==> src/rtl/rvj1_pipe_ctrl_pkg.sv <==
// Shared types and widths for the rvj1 pipeline controller and its scoreboard.
`timescale 1ns/1ps
package rvj1_pipe_ctrl_pkg;
    localparam int XLEN  = 32;
    localparam int RALEN = 5;

    typedef enum logic [1:0] {eRESET, eBOOT, eRUN, eHALT} rvj1_ctrl_fsm_e;

    typedef struct packed {
        logic             v;
        logic [RALEN-1:0] rd;
    } rvj1_sb_entry_t;

    function automatic logic addr_aligned(input logic [XLEN-1:0] a);
        return a[1:0] == 2'b00;
    endfunction
endpackage

==> src/rtl/rvj1_scoreboard.sv <==
// In-flight register-write tracker: one entry per stage between issue and writeback.
`timescale 1ns/1ps
module rvj1_scoreboard
    import rvj1_pipe_ctrl_pkg::*;
#(
    parameter int PIPE_DEPTH = 2
) (
    input  logic             clk_i,
    input  logic             rstn_i,
    input  logic             push_v,
    input  logic [RALEN-1:0] push_rd,
    input  logic [RALEN-1:0] src_a,
    input  logic             use_a,
    input  logic [RALEN-1:0] src_b,
    input  logic             use_b,
    output logic             haz_a,
    output logic             haz_b
);
    rvj1_sb_entry_t [PIPE_DEPTH-1:0] sb_q;
    logic [PIPE_DEPTH-1:0]           hit_a, hit_b;

    // Shifts every cycle; a non-issuing cycle inserts a bubble so producers age out on time.
    always_ff @(posedge clk_i or negedge rstn_i) begin
        if (!rstn_i) begin
            sb_q <= '0;
        end else begin
            sb_q[0].v  <= push_v;
            sb_q[0].rd <= push_rd;
            for (int i = 1; i < PIPE_DEPTH; i++)
                sb_q[i] <= sb_q[i-1];
        end
    end

    for (genvar g = 0; g < PIPE_DEPTH; g++) begin : g_cmp
        assign hit_a[g] = sb_q[g].v && (sb_q[g].rd == src_a);
        assign hit_b[g] = sb_q[g].v && (sb_q[g].rd == src_b);
    end

    assign haz_a = use_a && (src_a != '0) && (|hit_a);
    assign haz_b = use_b && (src_b != '0) && (|hit_b);
endmodule

==> src/rtl/rvj1_pipe_ctrl.sv <==
// rvj1 core controller: boot sequencing, PC, RAW-hazard issue gating and branch redirect.
`timescale 1ns/1ps
module rvj1_pipe_ctrl
    import rvj1_pipe_ctrl_pkg::*;
#(
    parameter logic [XLEN-1:0] BOOT_ADDR  = 32'h8000_0000,
    parameter int              BOOT_WAIT  = 2,
    parameter int              PIPE_DEPTH = 2,
    parameter int              CNT_W      = 32
) (
    input  logic             clk_i,
    input  logic             rstn_i,
    input  logic             dec_valid_i,
    input  logic [RALEN-1:0] rf_addr_a_i,
    input  logic [RALEN-1:0] rf_addr_b_i,
    input  logic             rpa_or_pc_i,
    input  logic             rpb_or_imm_i,
    input  logic [RALEN-1:0] rd_addr_i,
    input  logic             rd_we_i,
    input  logic             branch_taken_i,
    input  logic [XLEN-1:0]  branch_addr_i,
    output logic             issue_o,
    output logic             stall_o,
    output logic             flush_o,
    output logic [XLEN-1:0]  program_counter_o,
    output logic             jmp_addr_valid_o,
    output logic [XLEN-1:0]  jmp_addr_o,
    output logic             misalign_o,
    output logic [CNT_W-1:0] perf_stall_o
);
    rvj1_ctrl_fsm_e   state_q;
    logic [3:0]       boot_cnt_q;
    logic [XLEN-1:0]  pc_q;
    logic             mis_q;
    logic [CNT_W-1:0] perf_q;
    logic             run, boot_last, br_ok, br_bad, haz_a, haz_b;

    assign run       = (state_q == eRUN);
    assign boot_last = (state_q == eBOOT) && (boot_cnt_q == 4'(BOOT_WAIT - 1));
    assign br_ok     = run && branch_taken_i && addr_aligned(branch_addr_i);
    assign br_bad    = run && branch_taken_i && !addr_aligned(branch_addr_i);

    assign stall_o          = dec_valid_i && (haz_a || haz_b) && run;
    assign issue_o          = dec_valid_i && run && !stall_o && !branch_taken_i;
    assign flush_o          = run && branch_taken_i;
    assign jmp_addr_valid_o = boot_last || br_ok;
    assign jmp_addr_o       = br_ok ? branch_addr_i : BOOT_ADDR;

    assign program_counter_o = pc_q;
    assign misalign_o        = mis_q;
    assign perf_stall_o      = perf_q;

    rvj1_scoreboard #(.PIPE_DEPTH(PIPE_DEPTH)) u_sb (
        .clk_i   (clk_i),
        .rstn_i  (rstn_i),
        .push_v  (issue_o && rd_we_i && (rd_addr_i != '0)),
        .push_rd (rd_addr_i),
        .src_a   (rf_addr_a_i),
        .use_a   (!rpa_or_pc_i),
        .src_b   (rf_addr_b_i),
        .use_b   (!rpb_or_imm_i),
        .haz_a   (haz_a),
        .haz_b   (haz_b)
    );

    always_ff @(posedge clk_i or negedge rstn_i) begin
        if (!rstn_i) begin
            state_q    <= eRESET;
            boot_cnt_q <= '0;
            pc_q       <= BOOT_ADDR;
            mis_q      <= 1'b0;
            perf_q     <= '0;
        end else begin
            case (state_q)
                eRESET: begin
                    state_q    <= eBOOT;
                    boot_cnt_q <= '0;
                end
                eBOOT: begin
                    if (boot_last) state_q <= eRUN;
                    else           boot_cnt_q <= boot_cnt_q + 4'd1;
                end
                eRUN: begin
                    if (br_bad) begin
                        state_q <= eHALT;
                        mis_q   <= 1'b1;
                    end
                end
                default: ;
            endcase

            // Branch wins over issue; issue is already masked when a branch is taken.
            if (br_ok)        pc_q <= branch_addr_i;
            else if (issue_o) pc_q <= pc_q + XLEN'(4);

            if (stall_o && !(&perf_q))
                perf_q <= perf_q + CNT_W'(1);
        end
    end
endmodule
==> config.mk <==
export PLATFORM = sky130hd
export DESIGN_NAME = rvj1_pipe_ctrl
export DESIGN_NICKNAME = d
export VERILOG_FILES = /design/src/rtl/rvj1_pipe_ctrl_pkg.sv /design/src/rtl/rvj1_scoreboard.sv /design/src/rtl/rvj1_pipe_ctrl.sv
export SDC_FILE = /design/constraint.sdc
export NUM_CORES = 1
export LEC_CHECK = 0
export CAP_MARGIN = 20
export CORE_UTILIZATION = 45
export CTS_CLUSTER_DIAMETER = 60
export DETAILED_ROUTE_END_ITERATION = 8
export PLACE_DENSITY = 0.78
export SLEW_MARGIN = 15
export SYNTH_ARGS = -nofsm -noshare
export SYNTH_HDL_FRONTEND = slang
export SYNTH_SLANG_ARGS = --single-unit
==> constraint.sdc <==
create_clock -name clk_i -period 2.9 [get_ports clk_i]
set_clock_uncertainty 0.2 [all_clocks]
set_input_delay 0.435 -clock clk_i [delete_from_list [all_inputs] [get_ports clk_i]]
set_output_delay 0.435 -clock clk_i [all_outputs]
set_load 0.01 [all_outputs]
==> summary.md <==
| Metric | Value |
|---|---|
| Global-route met2 utilization | `0.439` |
| I/O Pins | `155` |
| CTS root buf | `clkbuf_8` |
| Top-count cell post-synth | `dfrtp_1` |
| DR iter-0 viols | `248` |
| Crit path DAT | `2.19 ns` |
| Initial antenna violation count | `0` |
| Hold WS | `0.222 ns` |
| P&R area growth vs syn | `43.3%` |
| Pins over their slew limit | `0` |
| Pin count of the biggest net entering global routing | `50` |
| Router iterations before antenna repair | `5` |
| Design Area, Final | `0.00708 mm2` |
| Period minus WS final | `approximately 2.8 ns` |
| M1 GR Usage | `0.346` |
| Status | `finished, final reports clean` |
| Busiest grt layer | `met2` |
| Met3 usage | `0.0389` |
| Synth Register Bits | `83` |
| Vias in the first global route | `4759` |
| Post-synthesis instance area | `0.00494 mm2` |
| Area leader, netlist | `dfrtp_1` |
| Leak | `3.19 nW` |
| Tot GR Track Use | `0.259` |
| Commonest cells in the netlist | `dfrtp_1 (82), nand2_1 (49), and3_1 (36)` |
| DRC viols | `0` |
| PortBufs | `152` |
| Netlist cell types | `62` |
| Hold Startpoint | `u_sb.sb_q[5]` |
| Hold Crit Class | `reg2reg` |
| CP endpoint kind | `output pin` |
| Synth top area cells | `dfrtp_1 (41%), xor2_1 (5.0%), and3_1 (4.6%), xnor2_1 (4.4%), nand2_1 (3.7%)` |
| Gpl congestion | `0.967` |
| CORE AREA | `0.0105 mm2` |
| Clock Tree Buf Depth | `2` |
| Die Y | `roughly 110 um` |
| Post-synth EDFFs | `0` |
| VDD IR max | `314 uV` |
| Setup CP Type | `reg2out` |
| Vias | `4738` |
| Worst skew pair latency | `0.35 ns` |
| Final hold violation count | `0` |
| Nets | `754` |
| Top FF cell, synth | `dfrtp_1` |
| Row count | `37` |
| CP Data Required Time | `2.27 ns` |
| Clk slew on worst S/H paths | `0.09 ns` |
| Avg Inst Size Synth | `9.56 um2` |
| DP Area | `~0.0068 mm2` |
| Diode count | `0` |
| Starting density of the core | `0.471` |
| Final Setup Violations | `0` |
| Post-DRT Antenna Nets | `0` |
| DP Wirelength | `10700 um` |
| Slew @ Worst Pin | `0.663 ns` |
| CP max FO | `17` |
| FILL cells | `861` |
| Setup slack at placement | `-0.117 ns` |
| R2R Setup Slk | `~0.20 ns` |
| Post-Syn Instances | `roughly 520` |
| WL final | `14500 um` |
| PD cells | `514 mW/mm2` |
| # H-tree levels | `3` |
| Die X | `107 um` |
| Post-synthesis sequential area ratio | `0.420` |
| Share of layout cells above drive strength 1 | `0.115` |
| Warnings from Yosys | `0` |
| Ys async rst share | `1.00` |
| TritonCTS clock tree | `built` |
| Hold EP | `u_sb.sb_q[11]` |
| Post-synth top area share | `0.415` |
| Slew headroom | `0.558` |
| Vias per cell | `5.69` |
| DR WL/cell | `17.4 um` |
| RR Startpoint | `perf_stall_o[7]` |
| Worst reg2reg path depth | `7` |
| Tcrit/Tclk final | `0.975` |
| Die area | `0.0114 mm2` |
| First-pass GRT wire length | `23500 um` |
| Critical R2R Capture | `perf_stall_o[12]` |
| Cells on Worst Hold Path | `0` |
| RSZ-0062 raised after global routing | `false` |
| Fin util | `0.674` |
| GR Overflow Total | `0` |
| Fmax | `354 MHz` |
| # Max-Cap Violations | `0` |
| Clock sink total | `a little over 80` |
| Critical path launch point type | `register` |
| Placed instance count | `approximately 810` |
| Finished Layout Cells | `832` |
| TritonCTS Buffers | `9` |
| Setup WS post-layout | `0.0716 ns` |
==> state kept, by name, indices dropped and copies added, names as in the netlist <==
signal / cells
perf_stall_o: 32
boot_cnt_q: 4
state_q: 2
u_sb.sb_q: 12
misalign_o: 1
program_counter_o: 32
==> what timing repair did <==
action / CTS / global route
setup endpoints to repair: 11 / 25
setup buffers: 1 / 1
pin swaps: 4 / 3
gates resized for setup: 10 / 10
endpoints found under the hold margin: 47 / 0
hold buffers: 1 / 0
gates cloned: 0 / 1
==> per-layer routing <==
metal / routed length (um) / part of all wire
met1: 6500 / 0.45
met2: 7130 / 0.49
met3: 634 / 0.044
met4: 200 / 0.014
met5: 0 / 0
==> placed cells by master (no fill, tap or decap), drive strengths merged, types with 4 or more instances in the layout <==
master | synthesis | layout
nand3 | 23 | 23
and4 | 7 | 7
nor4 | 16 | 16
xor2 | 28 | 28
nor4b | 5 | 5
or4b | 4 | 4
inv | 18 | 19
nor2 | 23 | 23
xnor2 | 25 | 25
mux2i | 10 | 10
nand3b | 5 | 5
o21ai | 7 | 7
nor3 | 30 | 30
clkbuf | 17 | 12
o311ai | 5 | 5
o211ai | 4 | 4
dlymetal6s2s | 0 | 4
buf | 7 | 33
a31oi | 7 | 7
nand2 | 49 | 49
nand2b | 7 | 7
dlygate4sd2 | 0 | 10
and2 | 12 | 12
ha | 9 | 9
and3 | 36 | 36
nand4 | 21 | 21
dfrtp | 82 | 82
a21oi | 4 | 4
clkdlybuf4s50 | 0 | 137
or3 | 12 | 12
a221oi | 7 | 7
==> worst max-delay path, cell delays in order (launching register included) <==
cell	delay (ns)
dfrtp_1	0.39
inv_1	0.11
ha_2	0.22
and2_4	0.19
buf_12	0.15
and3_1	0.23
clkdlybuf4s50_1	0.56
==> how the worst max path moves through the flow <==
stage	to	cells past startpoint	startpoint	slack [ns]
after floorplan	program_counter_o[15]	11	state_q[0]	0.40
after global placement	stall_o	8	rf_addr_b_i[1]	-0.05
after detailed placement	stall_o	8	rf_addr_b_i[3]	-0.12
after CTS	stall_o	7	rf_addr_a_i[2]	0.01
after global routing	perf_stall_o[12]	7	perf_stall_o[7]	0.004
final	jmp_addr_o[14]	6	state_q[0]	0.07
==> area by class of cell <==
type | instances | area [um2] | share of cell area
inverters | 18 | 67.6 | 0.00954
multi-input cells | 393 | 2730 | 0.385
repair buffers | 186 | 1840 | 0.260
flip-flops and latches | 83 | 2080 | 0.293
clock inverters | 5 | 60.1 | 0.00848
well taps | 136 | 170 | 0.0240
clock buffers | 11 | 141 | 0.0200
==> kinds of logic (layout without fill, tap and decap cells) <==
group                      Yosys count  in the layout  synth area share
and+or+nand+nor                    261            261             0.305
DFF                                 83             83             0.420
AOI/OAI and AO/OA                   55             55            0.0941
xor gates and xnor gates            53             53            0.0939
buffers and inverters               42            220            0.0357
muxes                               13             13            0.0271
adders and majority gates            9              9            0.0228
other                                1              2          0.000758
==> stage by stage <==
step / setup TNS [ns] / power, mW
after floorplan: 0 / 2.17
after global routing: 0 / 3.87
after detailed placement: -0.596 / 2.77
after CTS: 0 / 3.63
after global placement: -0.0797 / 2.70
final: 0 / 3.64
==> power breakdown <==
| part | leakage [nW] | switching, mW | internal (mW) | total [mW] |
|---|---|---|---|---|
| Sequential | 0.994 | 0.190 | 1.31 | 1.50 |
| Combinational | 2.09 | 0.633 | 0.660 | 1.29 |
| Clock | 0.0999 | 0.428 | 0.426 | 0.853 |
No activity file was read; power rests on OpenSTA's default activity.
